===== src/rtl/dice_seg_scanner.sv =====
// dice_seg_scanner
//   Display stage that follows the dice game FSM. It drives an 8-digit
//   common-anode seven-segment display by time-multiplexing:
//     digit 0 = die 1, digit 1 = die 2, digit 2/3 = decimal sum (ones/tens),
//     digits 7..4 = status word ("PASS", "FAIL", "roLL" or blank).
//   The game inputs are captured once per scan (prescaler 0, digit 0), so one
//   frame never shows a mix of old and new game values.
//
// Ports
//   CLK       in   system clock, rising edge
//   reset     in   asynchronous active-high reset
//   Win       in   game-won flag
//   Lose      in   game-lost flag
//   Roll      in   awaiting-roll flag
//   DiceOut1  in   [2:0] die 1 (0 = not rolled, 1-6 valid, 7 shown as dash)
//   DiceOut2  in   [2:0] die 2, same encoding
//   Anode     out  [7:0] digit enables, active-low, bit 0 = rightmost digit
//   Cathode   out  [6:0] segments {g,f,e,d,c,b,a}, active-low
//
// Build option
//   DICE_SEG_BLINK_EN : when defined, the status word blinks (digits 7..4 go
//   dark every other BLINK_DIV-cycle window) while the captured Win or Lose
//   flag is set. When undefined the status word is steady.

module dice_seg_scanner #(
  parameter int REFRESH_DIV = 100000,
  parameter int BLINK_DIV   = 50000000
) (
  input  logic       CLK,
  input  logic       reset,
  input  logic       Win,
  input  logic       Lose,
  input  logic       Roll,
  input  logic [2:0] DiceOut1,
  input  logic [2:0] DiceOut2,
  output logic [7:0] Anode,
  output logic [6:0] Cathode
);

  localparam int            PW         = $clog2(REFRESH_DIV);
  localparam logic [PW-1:0] PRESC_LAST = PW'(REFRESH_DIV - 1);

  localparam logic [6:0] SEG_BLANK = 7'b1111111;
  localparam logic [6:0] SEG_DASH  = 7'b0111111;
  localparam logic [6:0] SEG_P     = 7'b0001100;
  localparam logic [6:0] SEG_A     = 7'b0001000;
  localparam logic [6:0] SEG_S     = 7'b0010010;
  localparam logic [6:0] SEG_F     = 7'b0001110;
  localparam logic [6:0] SEG_I     = 7'b1111001;
  localparam logic [6:0] SEG_L     = 7'b1000111;
  localparam logic [6:0] SEG_R     = 7'b0101111;
  localparam logic [6:0] SEG_O     = 7'b0100011;

  logic [PW-1:0] presc_q, presc_d;
  logic [2:0]    idx_q, idx_d;
  logic          win_q, win_d, lose_q, lose_d, roll_q, roll_d;
  logic [2:0]    d1_q, d1_d, d2_q, d2_d;
  logic [7:0]    anode_q, anode_d;
  logic [6:0]    cathode_q, cathode_d;
  logic          load;
  logic [3:0]    sum;
  logic          sum_valid;
  logic          blank_status;

  function automatic logic [6:0] num_glyph(input logic [3:0] v);
    case (v)
      4'd0:    return 7'b1000000;
      4'd1:    return 7'b1111001;
      4'd2:    return 7'b0100100;
      4'd3:    return 7'b0110000;
      4'd4:    return 7'b0011001;
      4'd5:    return 7'b0010010;
      4'd6:    return 7'b0000010;
      4'd7:    return 7'b1111000;
      4'd8:    return 7'b0000000;
      4'd9:    return 7'b0010000;
      default: return SEG_BLANK;
    endcase
  endfunction

  // Die digit: 0 is "not rolled" (blank), 7 is out of range (dash).
  function automatic logic [6:0] die_glyph(input logic [2:0] d);
    if (d == 3'd0)      return SEG_BLANK;
    else if (d == 3'd7) return SEG_DASH;
    else                return num_glyph({1'b0, d});
  endfunction

  // Next-state and display decode. The glyph is decoded from the snapshot
  // value being loaded on this edge, so the first slot of a new frame already
  // shows the freshly captured values.
  always_comb begin
    presc_d = presc_q + 1'b1;
    idx_d   = idx_q;
    if (presc_q == PRESC_LAST) begin
      presc_d = '0;
      idx_d   = idx_q + 3'd1;
    end

    load   = (presc_q == '0) && (idx_q == 3'd0);
    win_d  = load ? Win      : win_q;
    lose_d = load ? Lose     : lose_q;
    roll_d = load ? Roll     : roll_q;
    d1_d   = load ? DiceOut1 : d1_q;
    d2_d   = load ? DiceOut2 : d2_q;

    sum       = {1'b0, d1_d} + {1'b0, d2_d};
    sum_valid = (d1_d != 3'd0) && (d1_d != 3'd7) && (d2_d != 3'd0) && (d2_d != 3'd7);

    cathode_d = SEG_BLANK;
    case (idx_q)
      3'd0: cathode_d = die_glyph(d1_d);
      3'd1: cathode_d = die_glyph(d2_d);
      3'd2: if (sum_valid) cathode_d = num_glyph((sum >= 4'd10) ? sum - 4'd10 : sum);
      3'd3: if (sum_valid && sum >= 4'd10) cathode_d = num_glyph(4'd1);
      3'd4: cathode_d = win_d ? SEG_S : lose_d ? SEG_L : roll_d ? SEG_L : SEG_BLANK;
      3'd5: cathode_d = win_d ? SEG_S : lose_d ? SEG_I : roll_d ? SEG_L : SEG_BLANK;
      3'd6: cathode_d = win_d ? SEG_A : lose_d ? SEG_A : roll_d ? SEG_O : SEG_BLANK;
      3'd7: cathode_d = win_d ? SEG_P : lose_d ? SEG_F : roll_d ? SEG_R : SEG_BLANK;
      default: cathode_d = SEG_BLANK;
    endcase

    anode_d = ~(8'b1 << idx_q);
    if (blank_status) anode_d[7:4] = 4'hF;
  end

`ifdef DICE_SEG_BLINK_EN
  localparam int            BW         = (BLINK_DIV > 2) ? $clog2(BLINK_DIV) : 1;
  localparam logic [BW-1:0] BLINK_LAST = BW'(BLINK_DIV - 1);

  logic [BW-1:0] blink_cnt_q, blink_cnt_d;
  logic          phase_q, phase_d;

  // Free-running blink timer; the phase flips at each terminal count.
  always_comb begin
    blink_cnt_d = blink_cnt_q + 1'b1;
    phase_d     = phase_q;
    if (blink_cnt_q == BLINK_LAST) begin
      blink_cnt_d = '0;
      phase_d     = ~phase_q;
    end
  end

  always_ff @(posedge CLK or posedge reset) begin
    if (reset) begin
      blink_cnt_q <= '0;
      phase_q     <= 1'b0;
    end else begin
      blink_cnt_q <= blink_cnt_d;
      phase_q     <= phase_d;
    end
  end

  assign blank_status = phase_q && (win_d || lose_d);
`else
  assign blank_status = 1'b0;
`endif

  always_ff @(posedge CLK or posedge reset) begin
    if (reset) begin
      presc_q   <= '0;
      idx_q     <= 3'd0;
      win_q     <= 1'b0;
      lose_q    <= 1'b0;
      roll_q    <= 1'b0;
      d1_q      <= 3'd0;
      d2_q      <= 3'd0;
      anode_q   <= 8'hFF;
      cathode_q <= SEG_BLANK;
    end else begin
      presc_q   <= presc_d;
      idx_q     <= idx_d;
      win_q     <= win_d;
      lose_q    <= lose_d;
      roll_q    <= roll_d;
      d1_q      <= d1_d;
      d2_q      <= d2_d;
      anode_q   <= anode_d;
      cathode_q <= cathode_d;
    end
  end

  assign Anode   = anode_q;
  assign Cathode = cathode_q;

endmodule


===== config.mk =====
export PLATFORM = sky130hd
export DESIGN_NAME = dice_seg_scanner
export DESIGN_NICKNAME = d
export VERILOG_FILES = /design/src/rtl/dice_seg_scanner.sv
export SDC_FILE = /design/constraint.sdc
export NUM_CORES = 1
export LEC_CHECK = 0
export ABC_AREA = 1
export CORE_ASPECT_RATIO = 0.5
export CORE_MARGIN = 4
export CORE_UTILIZATION = 30
export CTS_CLUSTER_SIZE = 25
export DETAILED_ROUTE_END_ITERATION = 10
export GPL_TIMING_DRIVEN = 0
export PLACE_DENSITY = 0.46
export SLEW_MARGIN = 10
export SYNTH_ARGS = -nofsm -noshare
export SYNTH_HDL_FRONTEND = slang
export SYNTH_SLANG_ARGS = --single-unit

===== constraint.sdc =====
create_clock -name CLK -period 3.79 [get_ports CLK]
set_input_delay 0.758 -clock CLK [delete_from_list [all_inputs] [get_ports CLK]]
set_output_delay 0.758 -clock CLK [all_outputs]
set_load 0.01 [all_outputs]

== After elaboration in Yosys (flattened, before gate mapping) ==
Memory sizes are Yosys's and may differ from the RTL's.
Cells that the tools add are included.

* Bits in registers: 44
* Latch bits: 0
* Memory bits (writable): 0
* ROM bits: 224
* Input port bits: 11
* Output and inout port bits: 15
* Word-level logic and storage cells: 67
* Memories: 3

* Add/subtract/negate cells: 4
* Multipliers: 0
* Div/mod/pow operators: 0
* Order comparisons: 1
* Equal/unequal tests: 12
* Shift-type cells: 1
* Multiplexer cells: 25
* Bitwise logic cells: 1
* Reduce and logical (&&, ||, !) cells: 11

{| class="wikitable"
|+ Memory list
! memory !! words !! width !! read ports !! clocked after memory_dff !! wr ports !! line !! text
|-
| (no name shown) || 16 || 7 || 1 || 0 || 0 || 66 || <nowiki>case (v)</nowiki>
|-
| (no name shown) || 8 || 7 || 1 || 0 || 0 || 66 ||
|-
| (no name shown) || 8 || 7 || 1 || 0 || 0 || 66 ||
|}

{| class="wikitable"
|+ Operators with widths
! operator !! count
|-
| 7-bit two-way mux || 14
|-
| 7-bit case mux with 8 select lines || 1
|-
| 3-bit == test (second input constant) || 6
|-
| 17-bit by 1-bit adder with 17-bit output (second input constant) || 1
|-
| 17-bit == test (second input constant) || 1
|-
| 17-bit zero test || 1
|-
| 17-bit two-way mux || 1
|-
| 6-bit two-way mux || 2
|-
| 3-bit zero test || 3
|-
| 3-bit two-way mux || 3
|-
| 8-bit NOT || 1
|-
| 1-bit by 3-bit left shift with 8-bit output (first input constant) || 1
|-
| 3-bit by 2-bit == test with 1-bit output (second input constant) || 2
|-
| 3-bit inequality test (second input constant) || 2
|-
| 3-bit nonzero test || 2
|-
| 1-bit logical AND || 5
|-
| 3-bit by 3-bit adder with 4-bit output || 1
|-
| 4-bit greater-or-equal comparator (second input constant) || 1
|-
| 4-bit two-way mux || 1
|-
| 4-bit subtractor (second input constant) || 1
|-
| 3-bit by 1-bit adder with 3-bit output (second input constant) || 1
|-
| 3-bit by 1-bit == test with 1-bit output (second input constant) || 1
|-
| 1-bit two-way mux || 3
|}

== Longest topological paths before layout ==
* Word-level depth: 10
* Mapped depth: 29
* Mapped depth without buffers: 29

== Worst setup path after synthesis ==
No wires, ideal clock.

* Kind: reg2reg
* Start: register idx_q[0]
* End: register cathode_q[5], in the netlist Cathode[5]
* Library setup time: 0.068 ns
* Arrival time: 3.049 ns
* Data required time: 3.722 ns
* Slack: 0.673 ns
* Cell stages (with the launch flop): 26
* Buffers on the path: 0
* Clock period less this slack: 3.117 ns
* Path through: dfrtp_1 -> inv_1 -> ha_1 -> nand2_2 -> nor2_4 -> nand3_4 -> inv_2 -> nand2_1 -> nand2_1 -> ha_1 -> ha_1 -> inv_1 -> nand2_2 -> nand2_2 -> nand3_2 -> nand2_1 -> nand2_1 -> nand2_1 -> o21ai_0 -> inv_1 -> ha_1 -> o21ai_1 -> nand2_1 -> nand2_1 -> nand2_1 -> a21oi_2

* Cells in the longest elaborated chain, start to end: 9
* Elaborated cells between the ends (all ways): 47
* Those cells by class: 2 x add/sub; 1 x order compare; 11 x eq/ne; 21 x mux; 9 x reduce/logical; 3 x memory

{| class="wikitable"
|+ RTL lines
! element !! line !! text
|-
| start: declaration || 55 || <nowiki>logic [2:0] idx_q, idx_d;</nowiki>
|-
| start signal: assignment || 171 || <nowiki>idx_q <= idx_d;</nowiki>
|-
| 3-bit zero test (*) || 99 || <nowiki>load = (presc_q == '0) && (idx_q == 3'd0);</nowiki>
|-
| 1-bit logical AND (*) || 99 ||
|-
| 3-bit two-way mux (*) || 104 || <nowiki>d2_d = load ? DiceOut2 : d2_q;</nowiki>
|-
| named net d2_d[0] || 57 || <nowiki>logic [2:0] d1_q, d1_d, d2_q, d2_d;</nowiki>
|-
| 3-bit by 3-bit adder with 4-bit output || 106 || <nowiki>sum = {1'b0, d1_d} + {1'b0, d2_d};</nowiki>
|-
| 4-bit subtractor / 4-bit greater-or-equal comparator (equally long branches) || 113 || <nowiki>3'd2: if (sum_valid) cathode_d = num_glyph((sum >= 4'd10) ? sum - 4'd10 : sum);</nowiki>
|-
| 4-bit two-way mux || 113 ||
|-
| memory read 16 x 7 bit || -- ||
|-
| 7-bit two-way mux || 113 ||
|-
| 7-bit case mux with 8 select lines (*) || 110 || <nowiki>case (idx_q)</nowiki>
|-
| named net cathode_d[5] || 59 || <nowiki>logic [6:0] cathode_q, cathode_d;</nowiki>
|-
| end signal: assignment || 178 || <nowiki>cathode_q <= cathode_d;</nowiki>
|-
| end: declaration || 59 ||
|}

Mark *: on every way through the listed nets, which the timed path passes. The rest lies on a longest branch.
A chain may end at the register's enable or synchronous reset.

== Worst setup path in the final report ==
* Start: register idx_q[0]
* End: register cathode_q[0], in the netlist Cathode[0]

The elaborated chain is that of the path after synthesis.

==> flow_summary.toml <==
[pwr]
p_leak_nw = 1.90
vdd.ir_drop.worst_mv = 0.148
powerDensity_mw_per_mm2 = 291

[drt]
wl_per_cell_um = 12.2
antenna_left = 0
drt-pass1-iter-count = 4
wl_um = 7230
viasPerCell = 4.37
num_vias = 2590
drc = 0
first_iter_violations = 94

[synth]
synth_ff_type = "dfrtp_1"
synthTopCellsByCount = "99 x nand2_1, 64 x inv_1, 39 x nor2_1"
synth_top_area_cell = "dfrtp_1"
syn_nets = 454
syn_area_mm2 = 0.00320
ys_ff_latch = 44
synth_edf_count = 0
seq_area_frac_synth = 0.350
yosysWarnings = 0
synth_async_sr_flop_share = 1.00
synth_most_common_cell = "nand2_1"
avgSynthCellArea_um2 = 7.69
syn_inst = 416
synth_top_cell_area_share = 0.227
ys_top_cells_by_area = "dfrtp_1 23%, dfstp_2 12%, nand2_1 12%, ha_1 11%, inv_1 7.5%"
yosysUniqueCellTypes = 34

[floorplan]
die_area_mm2 = 0.0125
core_area_mm2 = 0.0103
num_io_pins = 26
die_h_um = 81.0
die_x_um = 154
rows = 26
start_util = 0.310

[worst_setup_path]
crit_top_cell = "nand2_1"
cp.required_ns = 4.00
critPathSlowestCell = "dfrtp_1"
max_stage_delay_ns = 0.42
worstSetupPathType = "flop to flop"
start_kind = "flop"
end_kind = "flop"
path_max_fanout = 8
worstPathArrival_ns = 3.56

[min_path]
hp-class = "flop to flop"

[clock_tree]
cts_max_path_buffers = 2
clk_pin_slew_worst_paths_ns = 0.06
clock-sinks = 44
cts_buffers = 5
cts_htree_levels = 2
clkLatencyLatePin_ns = 0.28
cts_tree = "built"
hold_buffers = 0
cts-root-buf = "clkbuf_16"

[grt]
grt.overflow.total = 0
grt_max_degree = 25
grt_antenna_before_repair = 0
grt_pass1_wl_um = 12700
track_usage = 0.126
grt_pass1_vias = 2630

[layout]
n_fill_cell = 1084
area_growth_pct = 20.2
antenna_cells = 0
final_layout_size_suffix_gt1_frac = 0.188
final_nets = 490

[placed_design]
place_ws_ns = -0.0297
globalplace.congestion = 0.806
portBuffers = 25
detailed_place_hpwl_um = 5820

[sta]
tightest_slew_ns = 0.600
hold_ws_ns = 0.474
setup_ws_ns = 0.439
slew_headroom = 0.598
fin_skew_ns = 0.00450
fin_crit_ns = 3.35
fin_crit_sh = 0.884
final-max-slew-violation-count = 0
setup_tns_ns = 0
final-setup-viol-count = 0
max_clock_freq_mhz = 298
hold_viol = 0

[job]
maxCapViolations = 0

[outcome]
status = "finished, final reports clean"
[per-stage QoR]
step | power (mW) | utilization | std cells | area [um^2]
CTS | 1.14 | 0.369 | 590 | 3800
finish | 1.12 | 0.373 | 593 | 3850
global route | 1.19 | 0.373 | 593 | 3850
global placement | 0.682 | 0.352 | 581 | 3630
detailed placement | 0.685 | 0.354 | 582 | 3650
floorplan | 0.626 | - | 416 | 3200
[cell families (layout without fill, tap and decap cells)]
logic type,Yosys count,in the layout,synth area share
XOR/XNOR,3,3,0.00821
buffers and inverters,70,107,0.0821
adder cells (fa/ha/maj),27,27,0.106
AO/OA/AOI/OAI,52,52,0.102
flip-flops,44,44,0.350
multiplexers,1,1,0.00352
AND/OR/NAND/NOR,219,219,0.348
[sequential cells by signal, indices dropped and copies added (netlist names)]
name     cells
Anode        8
Cathode      7
d1_q         3
d2_q         3
idx_q        3
lose_q       1
presc_q     17
roll_q       1
win_q        1
[where the power goes]
part	internal, mW	leakage (nW)	switching [mW]
logic	0.0720	1.30	0.117
registers	0.486	0.527	0.00351
clock network	0.263	0.0712	0.177
total	0.821	1.90	0.297
[layer usage]
metal  part of all wire  up-vias  GRT usage
li1                   -     1403          -
met5                  0        -          0
met4              0.010        0     0.0273
met3              0.044        7     0.0314
met2               0.41       35      0.204
met1               0.53     1145      0.173
[cells in the final DEF, fill, tap and decap left out, drive strengths merged, types with 3 or more instances in the layout]
master / count
nand2: 125
inv: 70
nor2: 48
dfrtp: 29
ha: 27
clkdlybuf4s50: 25
a21oi: 23
nand3: 20
o21ai: 18
dfstp: 15
nor3: 12
nand4: 10
clkbuf: 8
buf: 4
nor4: 3
xor2: 3
[worst paths after layout]
check	slack, ns	start	endpoint	cells after the start
max	0.44	idx_q[0]$_DFFE_PP0N_	Cathode[0]$_DFF_PP1_	27
min	0.47	presc_q[0]$_DFF_PP0_	presc_q[0]$_DFF_PP0_	1
max reg2reg	0.44	idx_q[0]$_DFFE_PP0N_	Cathode[0]$_DFF_PP1_	27
min reg2reg	0.47	presc_q[0]$_DFF_PP0_	presc_q[0]$_DFF_PP0_	1
max in group asynchronous	2.40	reset	Anode[7]$_DFF_PP1_	3
min in group asynchronous	0.83	reset	presc_q[15]$_DFF_PP0_	2
[critical path, delay by kind of cell (launching register included)]
kind / cells / cell delay, ns
buffers and inverters: 6 / 0.52
adder cells (fa/ha/maj): 4 / 0.72
AO/OA/AOI/OAI: 3 / 0.33
flip-flops: 1 / 0.42
AND/OR/NAND/NOR: 14 / 1.25
[layout make-up]
class | count | area, um^2 | share of cell area
clock buffers | 8 | 146 | 0.0381
inverters | 70 | 265 | 0.0690
multi-input cells | 302 | 1840 | 0.478
flip-flops and latches | 44 | 1120 | 0.291
well taps | 140 | 175 | 0.0455
repair buffers | 29 | 300 | 0.0781
[timing repair]
action | CTS | global route
resized for setup | 1 | 6
buffers inserted | 0 | 3
setup endpoints to repair | 3 | 7
pin swaps | 0 | 2
gates cloned | 0 | 0
Power figures use the tool's default switching activity.
